File: config.mk
export PLATFORM = sky130hd
export DESIGN_NAME = handshake_fifo
export DESIGN_NICKNAME = d
export VERILOG_FILES = /design/src/rtl/handshake_fifo.sv
export SDC_FILE = /design/constraint.sdc
export NUM_CORES = 1
export LEC_CHECK = 0
export CAP_MARGIN = 20
export CORE_ASPECT_RATIO = 1.75
export CORE_MARGIN = 2
export CORE_UTILIZATION = 50
export CTS_BUF_LIST = sky130_fd_sc_hd__clkbuf_4 sky130_fd_sc_hd__clkbuf_8
export CTS_CLUSTER_SIZE = 25
export DETAILED_ROUTE_END_ITERATION = 10
export GPL_TIMING_DRIVEN = 0
export HOLD_SLACK_MARGIN = 0.1
export PLACE_DENSITY = 0.74
export SLEW_MARGIN = 10
export SYNTH_ARGS = -nofsm -noshare
export SYNTH_HDL_FRONTEND = slang
export SYNTH_SLANG_ARGS = --single-unit
File: constraint.sdc
create_clock -name clk -period 3.04 [get_ports clk]
set_input_delay 0.76 -clock clk [delete_from_list [all_inputs] [get_ports clk]]
set_output_delay 0.76 -clock clk [all_outputs]
set_load 0.03 [all_outputs]
File: src/rtl/handshake_fifo.sv
// handshake_fifo: first-word-fall-through valid/ready FIFO with level and almost-full; optional stats via HANDSHAKE_FIFO_STATS_EN
module handshake_fifo #(
  parameter int DATA_BITS    = 8,
  parameter int DEPTH        = 16,
  parameter int AFULL_THRESH = DEPTH - 2
) (
  input  logic                       clk,
  input  logic                       rst,
  input  logic                       s_valid,
  output logic                       s_ready,
  input  logic [DATA_BITS-1:0]       s_data,
  output logic                       m_valid,
  input  logic                       m_ready,
  output logic [DATA_BITS-1:0]       m_data,
  output logic [$clog2(DEPTH):0]     level,
  output logic                       almost_full
`ifdef HANDSHAKE_FIFO_STATS_EN
  ,
  output logic [31:0]                push_count,
  output logic [31:0]                pop_count,
  output logic [$clog2(DEPTH):0]     max_level
`endif
);
  localparam int AW = $clog2(DEPTH);
  logic [DATA_BITS-1:0] r_mem [DEPTH];
  logic [AW:0] r_wptr, r_rptr, r_level, w_level_nxt;
  logic w_empty, w_full, w_push, w_pop;
  assign w_empty = r_wptr == r_rptr;
  assign w_full = (r_wptr[AW] != r_rptr[AW]) && (r_wptr[AW-1:0] == r_rptr[AW-1:0]);
  // rst gates s_ready so nothing is offered as accepted during the reset cycle
  assign s_ready = !w_full && !rst;
  assign m_valid = !w_empty;
  assign m_data = r_mem[r_rptr[AW-1:0]];
  assign w_push = s_valid && s_ready;
  assign w_pop = m_valid && m_ready;
  assign w_level_nxt = r_level + {{AW{1'b0}}, w_push} - {{AW{1'b0}}, w_pop};
  assign level = r_level;
  assign almost_full = r_level >= (AW+1)'(AFULL_THRESH);
  always_ff @(posedge clk)
    if (w_push) r_mem[r_wptr[AW-1:0]] <= s_data;
  always_ff @(posedge clk) begin
    if (rst) begin
      r_wptr <= '0;
      r_rptr <= '0;
      r_level <= '0;
    end else begin
      r_wptr <= r_wptr + {{AW{1'b0}}, w_push};
      r_rptr <= r_rptr + {{AW{1'b0}}, w_pop};
      r_level <= w_level_nxt;
    end
  end
`ifdef HANDSHAKE_FIFO_STATS_EN
  logic [31:0] r_push_count, r_pop_count;
  logic [AW:0] r_max_level;
  always_ff @(posedge clk) begin
    if (rst) begin
      r_push_count <= '0;
      r_pop_count <= '0;
      r_max_level <= '0;
    end else begin
      r_push_count <= r_push_count + {31'd0, w_push};
      r_pop_count <= r_pop_count + {31'd0, w_pop};
      r_max_level <= (w_level_nxt > r_max_level) ? w_level_nxt : r_max_level;
    end
  end
  assign push_count = r_push_count;
  assign pop_count = r_pop_count;
  assign max_level = r_max_level;
`endif
endmodule

## Word level (Yosys, flattened, before mapping)

Memory sizes are Yosys's and may differ from the RTL's. A register that Yosys moved wholly into a read port is not among the register bits.
Index checks and enable logic that the tools add are counted.

| storage, ports and cells | value |
|---|---|
| register bits | 15 |
| bits in writable memories | 128 |
| input bits | 12 |
| output and inout port bits | 16 |
| logic and storage cells | 22 |
| memories kept | 1 |

| cells by class | value |
|---|---|
| $add $sub $neg | 4 |
| magnitude comparators | 1 |
| equal/unequal tests | 3 |
| muxes and demuxes | 3 |
| reductions and logical operators | 7 |

Memory list:

| memory | depth | bits a word | read ports | clocked after Yosys merged registers in | wr ports | RTL line | RTL |
|---|---|---|---|---|---|---|---|
| r_mem | 16 | 8 | 1 | 1 | 1 | 25 | `logic [DATA_BITS-1:0] r_mem [DEPTH];` |

Operators with widths:

| kind | count |
|---|---|
| $add 5x1->5 | 3 |
| $eq 5x5->1 | 1 |
| $ge 5x4->1 const B | 1 |
| $sub 5x1->5 | 1 |
| $eq 4x4->1 | 1 |
| $logic_and 1x1->1 | 4 |
| $mux 4 | 1 |
| $logic_not 1->1 | 3 |
| $mux 1 | 2 |
| $ne 1x1->1 | 1 |

## Depth between registers and ports, before layout

Gate-level depths: netlist of the first run.

| logic depth | value |
|---|---|
| depth after elaboration | 7 |
| mapped depth | 13 |
| gate-level depth less buffers | 12 |

## Worst setup path after synthesis of the first run

No wires, ideal clock.

| timing | value |
|---|---|
| kind | reg2reg |
| from | register r_wptr[1] |
| to | register r_level[4] (netlist: level[4]) |
| setup time | 128 ps |
| arrival time | 2740 ps |
| required time | 2912 ps |
| slack | 172 ps |
| cell stages (with the launch flop) | 14 |
| path buffers | 1 |
| period minus slack after synthesis | 2868 ps |
| cell sequence | dfxtp_1 -> buf_2 -> xnor2_1 -> nand4_1 -> or2_1 -> and2_1 -> ha_1 -> inv_1 -> ha_1 -> fa_1 -> a21o_1 -> a21oi_1 -> xor2_1 -> nor2_1 |

| between the ends | value |
|---|---|
| elaborated cells on any way between the ends | 10 |
| classes of those cells | add/sub (2); eq/ne (2); reduce/logical (6) |

RTL lines:

| element | RTL line | RTL |
|---|---|---|
| start, declared | 26 | `logic [AW:0] r_wptr, r_rptr, r_level, w_level_nxt;` |
| start signal, assigned | 47 | `r_wptr <= r_wptr + {{AW{1'b0}}, w_push};` |
| $eq 5x5->1 | 28 | `assign w_empty = r_wptr == r_rptr;` |
| $logic_not 1->1 | 32 | `assign m_valid = !w_empty;` |
| via m_valid | 12 | `output logic m_valid,` |
| $logic_and 1x1->1 | 35 | `assign w_pop = m_valid && m_ready;` |
| $sub 5x1->5 | 36 | `assign w_level_nxt = r_level + {{AW{1'b0}}, w_push} - {{AW{1'b0}}, w_pop};` |
| end signal, assigned | 49 | `r_level <= w_level_nxt;` |
| end, declared | 26 |  |

The timed path passes the listed nets, and every way through them passes these cells.
A chain may end at the register's enable or synchronous reset.

==> summary.md, run 1 <==
| Metric | Value |
|---|---|
| DRT iter0 DRCs | 201 |
| Clock Sinks | 143 |
| Worst VDD drop | 475.9 uV |
| Achievable clock frequency | 333.3 MHz |
| Top post-synthesis cells by area | edfxtp_1 (65%), mux2i_1 (5.4%), dfxtp_1 (5.0%) |
| Yosys top cell area share | 64.58% |
| Run status | finished, final reports clean |
| Synth area leader | edfxtp_1 |
| CP cell instances | buf_6, buf_12, mux4_1, o21ai_2, nand2_1, clkdlybuf4s15_2 |
| CP endpoint kind | primary output |
| Seq/Total Area, Yosys | 69.62% |
| Cell variety after synth | 40 |
| EDFF count, synth | 128 |
| Synth-to-Final Area Change | 18.35% |
| Drt wl/cell | 21.64 um |
| CP max stage delay | 0.61 ns |
| Max_cap viols | 0 |
| Cell Area, Placed | 6519 um2 |
| CTS clk-pin slew, worst paths | 0.08 ns |
| Cell area after layout | 7044 um2 |
| Via count | 3227 |
| Tot GR Track Use | 20.50% |
| Input/output buffers | 27 |
| Core area | 11580 um2 |
| Initial antenna violation count | 0 |
| Total power | 4595 uW |
| Count of hold-fix buffers inserted at cts | 0 |
| Final period util | 98.71% |
| Post-synth top flop | edfxtp_1 |
| Drt pass-1 iters | 5 |
| TritonCTS Buffers | 17 |
| Worst Setup Path Type | flip-flop to primary output |
| Fin worst setup slack | 0.03936 ns |
| WP buf/inv | 3 |
| Total number of yosys warnings | 0 |
| Gpl congestion | 0.7948 |
| Pin count of the biggest net entering global routing | 17 |
| Worst min path class | flip-flop to flip-flop |
| Slew HR | 38.69% |
| Synthesized Nets | 372 |
| CP required | 2.28 ns |
| ANT cells | 0 |
| Syn avg cell area | 17.15 um2 |
| H-tree levels | 4 |
| Top cells by count, synth | edfxtp_1 (128), mux2i_1 (32), dfxtp_1 (15) |
| Final Skew | 0.01003 ns |
| Vias in the first global route | 3413 |
| Vias/cell | 5.742 |
| Bufs on Longest Clock Path | 2 |
| Final setup viols | 0 |
| Setup TNS | 0 ns |
| Total grt overflow | 0 |
| Worst skew pair latency | 0.44 ns |
| Drt drc | 0 |
| Die area | 12830 um2 |
| Total Wirelength | 12160 um |
| Synth async-reset ratio | 0% |
| Util after Layout | 60.83% |
| Worst R2R Setup Slack | 0.16 ns |
| ANT nets after route | 0 |
| Min cycle time layout | 3.001 ns |
| Critical path launch point type | flip-flop |
| Die W | 86.48 um |
| Share of cells above drive strength 1 | 27.63% |
| Final Hold Vio Count | 0 |
| P_leak | 0.002349 uW |
| Num rows | 52 |
| Slew @ Worst Pin | 0.9127 ns |
| Max Slew Vio Count | 0 |
| Crit-path slowest cell | mux4_1 |
| RSZ-0062 raised after global routing | true |
| Pre-CTS setup slack | -0.5669 ns |
| Arrival time at the worst endpoint | 2.24 ns |
| Synth Register Bits | 143 |
| Clock root buffer | clkbuf_8 |
| Power per cell area | 652.3 nW/um2 |
| CTS tree | yes |
| Dpl hpwl | 8389 um |
| CP max FO | 9 |
| First-pass GRT wire length | 18730 um |
| Fin nets | 439 |
| Die Y | 148.3 um |
| Num ports | 28 |
| Netlist area before placement | 5952 um2 |
| Most numerous cell in the Yosys netlist | edfxtp_1 |
| Top Family by Delay on Critical Path | multiplexers |
| Gate Count Post-Synth | 347 |
| Initial Util | 51.39% |
[flip-flops by register name (all words and copies together) (netlist names)]
signal	cells
r_mem	128
level	5
r_rptr	5
r_wptr	5
[worst reg2reg max path, stage by stage, from the launching register on]
cell and delay, ns:
dfxtp_1 0.40, buf_6 0.17, xnor2_1 0.12, nand4_1 0.16, or2_1 0.27, and2_1 0.18, ha_1 0.27, inv_1 0.04
ha_1 0.20, fa_1 0.40, a21o_1 0.19, a21oi_2 0.16, xor2_1 0.16, nor2_1 0.05
[per-layer routing]
metal | wire (um) | GRT usage [%]
met2 | 6796 | 36.15
met3 | 518 | 4.828
met4 | 522 | 10.63
met5 | 0 | 0
met1 | 4324 | 22.50
[what timing repair did]
item,4_1_cts,5_1_grt
buffers inserted,4,2
endpoints found under the setup margin,10,10
pin swaps,1,3
resized for setup,42,12
[layout by cell type, fill, tap and decap left out, types with 3 or more instances in the layout]
cell             instances
inv_1                    7
o211ai_2                 3
dfxtp_1                 14
nand2b_1                 4
buf_4                   15
ha_1                    12
clkbuf_8                17
nand2_1                 12
xnor2_1                  8
o21ai_2                  4
nor4_2                   6
clkdlybuf4s15_2          5
edfxtp_1               128
buf_6                    5
mux4_2                  14
nor2b_1                  8
buf_2                   14
clkdlybuf4s50_1         17
a221oi_1                 5
bufinv_16                3
clkbuf_4                 5
a22oi_1                  8
a221oi_2                 3
o21ai_1                  3
nand3_1                  3
mux2i_1                 32
clkbuf_2                 3
nor2_1                  12
buf_12                   4
o211ai_1                 5
clkinvlp_4               5
xor2_1                   6
nor3_1                   9
[final cells by class]
| cell class | instances | area (um2) |
|---|---|---|
| Timing Repair Buffer | 48 | 409.1 |
| Inverter | 8 | 30.03 |
| Sequential cell | 143 | 4145 |
| Tap cell | 135 | 168.9 |
| Fill cell | 866 | 4537 |
| Buffer | 22 | 210.2 |
| Multi-Input combinational cell | 174 | 1668 |
| Clock inverter | 13 | 163.9 |
| Clock buffer | 19 | 249.0 |
[report_power, final]
part	internal [uW]	leakage, uW	switching (uW)
Clock	830	0.000196	686
Sequential	2180	0.00128	37.0
Combinational	403	0.000878	458
Total	3410	0.00235	1180
[worst paths after layout]
kind,from,to,cells past startpoint
min,r_rptr[4],r_rptr[4],2
min reg2reg,r_rptr[4],r_rptr[4],2
max reg2reg,r_rptr[1],level[4],13
max,r_rptr[0],m_data[1],6
[cells by family after synthesis]
kind of cell,Yosys count,synth area share (%)
AOI/OAI and AO/OA,39,5.087
xor gates and xnor gates,14,2.060
adders and majority gates,13,2.859
buffers and inverters,30,3.679
DFF,143,69.62
muxes,48,11.63
and+or+nand+nor,60,5.066
[stage by stage]
stage	hold slack [ns]	std cells
2_1_floorplan	0.4993	347
3_3_place_gp	0.5188	509
3_5_place_dp	0.5306	524
6_report	0.5440	562
4_1_cts	0.5503	560
5_1_grt	0.5877	562
(Power assumes the default switching activity.)
==> run 2: changes to the inputs <==
--- a/config.mk
+++ b/config.mk
@@ -10,11 +10,12 @@
 export CORE_MARGIN = 2
 export CORE_UTILIZATION = 50
 export CTS_BUF_LIST = sky130_fd_sc_hd__clkbuf_4 sky130_fd_sc_hd__clkbuf_8
+export CTS_CLUSTER_DIAMETER = 40
 export CTS_CLUSTER_SIZE = 25
 export DETAILED_ROUTE_END_ITERATION = 10
 export GPL_TIMING_DRIVEN = 0
 export HOLD_SLACK_MARGIN = 0.1
-export PLACE_DENSITY = 0.74
+export PLACE_DENSITY = 0.72
 export SLEW_MARGIN = 10
 export SYNTH_ARGS = -nofsm -noshare
 export SYNTH_HDL_FRONTEND = slang
==> summary.md, run 2 (synthesized netlist as in run 1, its figures left out) <==
| Metric | Value |
|---|---|
| CP required | 2.28 ns (about the same) |
| Clock Sinks | 143 (unchanged) |
| Crit-path slowest cell | dfxtp_1 |
| Fillers | 876 (+1.2%) |
| Die area | 12830 um2 (unchanged) |
| Critical Path Source | r_rptr[1] |
| Input/output buffers | 27 (unchanged) |
| Num rows | 52 (unchanged) |
| Crit path to | m_data[3] |
| Finished Layout Cells | 560 (-0.36%) |
| Dpl hpwl | 8490 um (+1.2%) |
| RSZ-0062 raised after global routing | true |
| Final setup viols | 0 (unchanged) |
| Worst skew pair latency | 0.43 ns (about the same) |
| Worst reg2reg startpoint | r_wptr[1] |
| CP endpoint kind | primary output |
| Setup TNS | 0 ns (unchanged) |
| Core area | 11580 um2 (unchanged) |
| Placed insts | 524 (unchanged) |
| Die W | 86.48 um (unchanged) |
| Drt pass-1 iters | 5 (unchanged) |
| Max reg flops | 128 (unchanged) |
| TritonCTS Buffers | 17 (unchanged) |
| Initial Util | 51.39% (unchanged) |
| Num ports | 28 (unchanged) |
| Min cycle time layout | 2.998 ns (-0.002644 ns) |
| Slew HR | 42.95% (+4.3 points) |
| Worst R2R Setup Slack | 0.16 ns (about the same) |
| Vias in the first global route | 3561 (+4.3%) |
| Drt wl/cell | 22.39 um (+3.5%) |
| Synth-to-Final Area Change | 17.89% |
| Total power | 4557 uW (-0.83%) |
| Max_cap viols | 0 (unchanged) |
| Reg-to-Reg End | level[4] |
| CTS tree | yes |
| Final Hold Vio Count | 0 (unchanged) |
| Total grt overflow | 0 (unchanged) |
| Via count | 3305 (+2.4%) |
| Cell area after layout | 7017 um2 (-0.39%) |
| FF-to-FF path depth | 13 (unchanged) |
| Clock root buffer | clkbuf_8 |
| CP most frequent cell | buf_6 |
| Worst VDD drop | 557.7 uV (+17%) |
| Tot GR Track Use | 20.90% (+0.39 points) |
| CP cell instances | buf_6, and2_1, clkbuf_4, buf_6, a22oi_1, o211ai_2, nand2_1, clkdlybuf4s15_2 |
| Max Slew Vio Count | 0 (unchanged) |
| Run status | finished, final reports clean |
| Die Y | 148.3 um (unchanged) |
| DRT iter0 DRCs | 230 (+14%) |
| Critical path launch point type | flip-flop |
| Pin count of the biggest net entering global routing | 17 (unchanged) |
| Most frequent cells in the layout | edfxtp_1 (128), mux2i_1 (32), buf_2 (17), clkbuf_8 (17), clkdlybuf4s50_1 (17) |
| First-pass GRT wire length | 19330 um (+3.2%) |
| Vias/cell | 5.902 (+2.8%) |
| Achievable clock frequency | 333.6 MHz (about the same) |
| Total Wirelength | 12540 um (+3.1%) |
| P_leak | 0.002338 uW (-0.47%) |
| Bufs on Longest Clock Path | 2 (unchanged) |
| Most common cell after layout, fill and taps aside | edfxtp_1 |
| Min-delay src | r_rptr[4] |
| Share of cells above drive strength 1 | 26.12% (-1.5 points) |
| Gpl congestion | 0.8069 (+1.5%) |
| Final Skew | 0.004700 ns (-0.005328 ns) |
| ANT cells | 0 (unchanged) |
| CP max FO | 10 (+1) |
| Arrival time at the worst endpoint | 2.24 ns (about the same) |
| Slew @ Worst Pin | 0.8492 ns (-0.06343 ns) |
| Count of hold-fix buffers inserted at cts | 0 (unchanged) |
| CP max stage delay | 0.35 ns (-0.26 ns) |
| Initial antenna violation count | 0 (unchanged) |
| Worst min path class | flip-flop to flip-flop |
| Final period util | 98.62% (about the same) |
| H-tree levels | 4 (unchanged) |
| Fin nets | 438 (-0.23%) |
| Worst Setup Path Type | flip-flop to primary output |
| ANT nets after route | 0 (unchanged) |
| Cell Area, Placed | 6521 um2 (about the same) |
| CTS clk-pin slew, worst paths | 0.07 ns (about the same) |
| Drt drc | 0 (unchanged) |
| Power per cell area | 649.4 nW/um2 (-0.44%) |
## run 2: changes by cell type in the layout (fill, tap and decap cells not counted), moves of 2 or more
cell,previous run,this run
inv_6,2,0
clkdlybuf4s15_2,5,3
buf_2,14,17
clkinv_1,0,2
buf_4,15,12
o21ai_1,3,5
## run 2: report_power, final
part	total [uW]	internal [uW]	leakage (uW)	switching, uW
Combinational	849	401	0.000877	448
Sequential	2220	2180	0.00128	36.1
Clock	1490	815	0.000186	676
## run 2: critical path, delay by kind of cell (launching register included)
kind                   cells  cell delay (ns)
AOI/OAI and AO/OA          2             0.39
buffers and inverters      4             0.82
DFF                        1             0.35
and+or+nand+nor            2             0.27
## run 2: per-stage QoR
| step | hold WS (ns) | util (%) | setup WS (ns) |
|---|---|---|---|
| final | 0.5681 | 60.59 | 0.04201 |
| after global routing | 0.5895 | 60.59 | -0.05997 |
| after CTS | 0.5589 | 60.47 | 0.005117 |
| after detailed placement | 0.5389 | 56.31 | -0.5570 |
| after global placement | 0.5171 | 55.19 | -0.5923 |
| after floorplan | 0.4993 | - | 0.1724 |
## run 2: cell type report
| type | instances | area (um2) | area share [%] |
|---|---|---|---|
| Tap cell | 135 | 168.9 | 2.407 |
| Timing Repair Buffer | 47 | 415.4 | 5.920 |
| Sequential cell | 143 | 4145 | 59.08 |
| Clock buffer | 19 | 249.0 | 3.549 |
| Inverter | 8 | 30.03 | 0.4280 |
| Buffer | 22 | 205.2 | 2.924 |
| Clock inverter | 12 | 145.1 | 2.068 |
| Multi-Input combinational cell | 174 | 1658 | 23.63 |
## run 2: worst min-delay path by stage
stage | to | slack [ns] | cells after the start
finish | r_rptr[4] | 0.57 | 2
global route | r_rptr[4] | 0.59 | 2
CTS | r_rptr[4] | 0.56 | 2
detailed placement | r_rptr[4] | 0.54 | 2
global placement | r_rptr[4] | 0.52 | 2
floorplan | r_wptr[4] | 0.50 | 2
## run 2: what timing repair did
| item | in CTS | in global routing |
|---|---|---|
| gates cloned | 1 | 0 |
| pin swaps | 3 | 3 |
| gates resized for setup | 44 | 12 |
| buffers inserted | 2 | 2 |
| endpoints found under the setup margin | 10 | 10 |
| hold endpoints to repair | 0 | 0 |
## run 2: layer usage
metal	track usage, %	up-vias	wire length [um]
met4	10.86	0	452
met1	23.48	1670	4514
met3	4.218	26	518
met5	0	-	0
met2	36.77	117	7054
li1	-	1492	-
==> run 3: changes to the inputs <==
--- a/config.mk
+++ b/config.mk
@@ -9,13 +9,14 @@
 export CORE_ASPECT_RATIO = 1.75
 export CORE_MARGIN = 2
 export CORE_UTILIZATION = 50
-export CTS_BUF_LIST = sky130_fd_sc_hd__clkbuf_4 sky130_fd_sc_hd__clkbuf_8
+export CTS_BUF_LIST = sky130_fd_sc_hd__clkbuf_16
 export CTS_CLUSTER_DIAMETER = 40
 export CTS_CLUSTER_SIZE = 25
 export DETAILED_ROUTE_END_ITERATION = 10
 export GPL_TIMING_DRIVEN = 0
 export HOLD_SLACK_MARGIN = 0.1
 export PLACE_DENSITY = 0.72
+export SKIP_LAST_GASP = 1
 export SLEW_MARGIN = 10
 export SYNTH_ARGS = -nofsm -noshare
 export SYNTH_HDL_FRONTEND = slang
==> summary.md, run 3 (synthesized netlist as in run 1, its figures left out) <==
| Metric | Value |
|---|---|
| Initial Util | 51.39% (unchanged) |
| Cell Area, Placed | 6521 um2 (unchanged) |
| Cell area after layout | 7194 um2 (+2.5%) |
| Initial antenna violation count | 0 (unchanged) |
| Num ports | 28 (unchanged) |
| First-pass GRT wire length | 19550 um (+1.2%) |
| Slew @ Worst Pin | 0.8237 ns (-0.02554 ns) |
| Max Slew Vio Count | 0 (unchanged) |
| Sw frac | 24.37% (-1.1 points) |
| Clock Power Share | 39.8% (+7.1 points) |
| Final setup viols | 0 (unchanged) |
| CTS tree | yes |
| Worst skew pair latency | 0.41 ns (-0.02 ns) |
| Core area | 11580 um2 (unchanged) |
| P_leak | 0.002420 uW (+3.5%) |
| TritonCTS Buffers | 17 (unchanged) |
| Drt wl/cell | 22.96 um (+2.5%) |
| CP required | 2.28 ns (about the same) |
| Share of cells above drive strength 1 | 26.06% (-0.061 points) |
| Vias/cell | 5.943 (+0.70%) |
| Clock Sinks | 143 (unchanged) |
| Drt pass-1 iters | 6 (+1) |
| Clock root buffer | clkbuf_16 |
| Register share of total power | 43.6% (-5.0 points) |
| DRT iter0 DRCs | 243 (+5.7%) |
| Num rows | 52 (unchanged) |
| Min-delay src | r_rptr[4] |
| Dpl hpwl | 8490 um (unchanged) |
| CP max FO | 5 (-5) |
| Run status | finished, final reports clean |
| ANT nets after route | 0 (unchanged) |
| Final period util | 98.86% (+0.24 points) |
| Worst min path class | flip-flop to flip-flop |
| Die Y | 148.3 um (unchanged) |
| Total Wirelength | 12880 um (+2.7%) |
| Arrival time at the worst endpoint | 2.25 ns (about the same) |
| Pin count of the biggest net entering global routing | 17 (unchanged) |
| RSZ-0062 raised after global routing | true |
| Vias in the first global route | 3569 (+0.22%) |
| Input/output buffers | 27 (unchanged) |
| Total grt overflow | 0 (unchanged) |
| Power per cell area | 707.0 nW/um2 (+8.9%) |
| Gate power share | 16.6% (-2.0 points) |
| Final Hold Vio Count | 0 (unchanged) |
| Worst Setup Path Type | flip-flop to primary output |
| Most frequent cells in the layout | edfxtp_1 (128), mux2i_1 (32), clkbuf_16 (18) |
| Worst VDD drop | 636.9 uV (+14%) |
| CTS clk-pin slew, worst paths | 0.06 ns (about the same) |
| Fin worst setup slack | 0.03479 ns (-0.007216 ns) |
| Gpl congestion | 0.8069 (unchanged) |
| Max_cap viols | 0 (unchanged) |
| ANT cells | 0 (unchanged) |
| Count of hold-fix buffers inserted at cts | 0 (unchanged) |
| Critical Path Source | r_rptr[0] |
| Min cycle time layout | 3.005 ns (+0.007216 ns) |
| Critical path launch point type | flip-flop |
| Max reg flops | 128 (unchanged) |
| Synth-to-Final Area Change | 20.87% |
| Achievable clock frequency | 332.8 MHz (-0.24%) |
| Tot GR Track Use | 20.99% (+0.096 points) |
| Total internal power | 3847 uW (+13%) |
| Bufs on Longest Clock Path | 2 (unchanged) |
| Slew HR | 44.66% (+1.7 points) |
| Via count | 3334 (+0.88%) |
| CP endpoint kind | primary output |
| Fin nets | 439 (+0.23%) |
| Most common cell after layout, fill and taps aside | edfxtp_1 |
| H-tree levels | 4 (unchanged) |
| Pre-CTS setup slack | -0.5570 ns (unchanged) |
| Fillers | 844 (-3.7%) |
| Die area | 12830 um2 (unchanged) |
| Drt drc | 0 (unchanged) |
| Worst reg2reg startpoint | r_wptr[0] |
| Sw Pwr | 1239 uW (+6.8%) |
| Final Skew | 0.003658 ns (-0.001042 ns) |
| Die W | 86.48 um (unchanged) |
[run 3: cell count changes in the layout (fill, tap and decap cells not counted), sizes merged]
cell / change
buf: -3
clkdlybuf4s15: +1
inv: +2
clkbuf: +1
[run 3: routing by layer]
metal | routed length [um] | vias up | global-route usage, %
met3 | 577 | 26 | 4.384
met2 | 7340 | 121 | 38.31
met4 | 320 | 0 | 9.063
met5 | 0 | - | 0
li1 | - | 1485 | -
met1 | 4642 | 1702 | 23.03
[run 3: worst paths after layout]
path                                   to  slack (ns)  depth (start not counted)
worst max-delay path            m_data[4]        0.03                          6
worst min-delay path            r_rptr[4]        0.56                          2
worst max register to register   level[4]        0.26                         13
worst min register to register  r_rptr[4]        0.56                          2
[run 3: worst max-delay path, cell delays in order, from the launching register on]
cell and delay (ns):
dfxtp_1 0.35, buf_6 0.16, buf_12 0.14, mux4_2 0.52, o211ai_1 0.36, nand2_1 0.12
buf_4 0.19
[run 3: final cells by class]
| class | count | area, um2 | share of cell area, % |
|---|---|---|---|
| tap | 135 | 168.9 | 2.348 |
| clock buffer | 17 | 425.4 | 5.913 |
| timing repair buffer | 48 | 410.4 | 5.704 |
| inverter | 8 | 30.03 | 0.4174 |
| buffer | 22 | 210.2 | 2.922 |
| sequential | 143 | 4145 | 57.62 |
| multi-input combinational | 174 | 1652 | 22.96 |
| clock inverter | 14 | 152.6 | 2.122 |
[run 3: repair_timing]
item                       CTS  global route
setup endpoints to repair   10            10
pin swaps                    2             4
cloned                       0             1
setup buffers                0             5
resized for setup           36            18
[run 3: power groups by stage]
| stage | sequential [uW] | clock (uW) | combinational (uW) |
|---|---|---|---|
| 2_1_floorplan | 2300 | 0 | 516 |
| 3_3_place_gp | 2260 | 0 | 795 |
| 3_5_place_dp | 2260 | 0 | 814 |
| 5_1_grt | 2220 | 2110 | 913 |
| 4_1_cts | 2220 | 2040 | 817 |
| 6_report | 2220 | 2020 | 844 |
[run 3: through the flow]
stage	hold slack (ns)	total power, uW	instances	util (%)	setup TNS, ns
3_5_place_dp	0.5389	3073	524	56.31	-4.116
4_1_cts	0.5545	5074	555	61.53	-0.2048
5_1_grt	0.5849	5248	561	62.12	-0.06238
2_1_floorplan	0.4993	2816	347	-	0
6_report	0.5638	5086	561	62.12	0
3_3_place_gp	0.5171	3053	509	55.19	-44.82
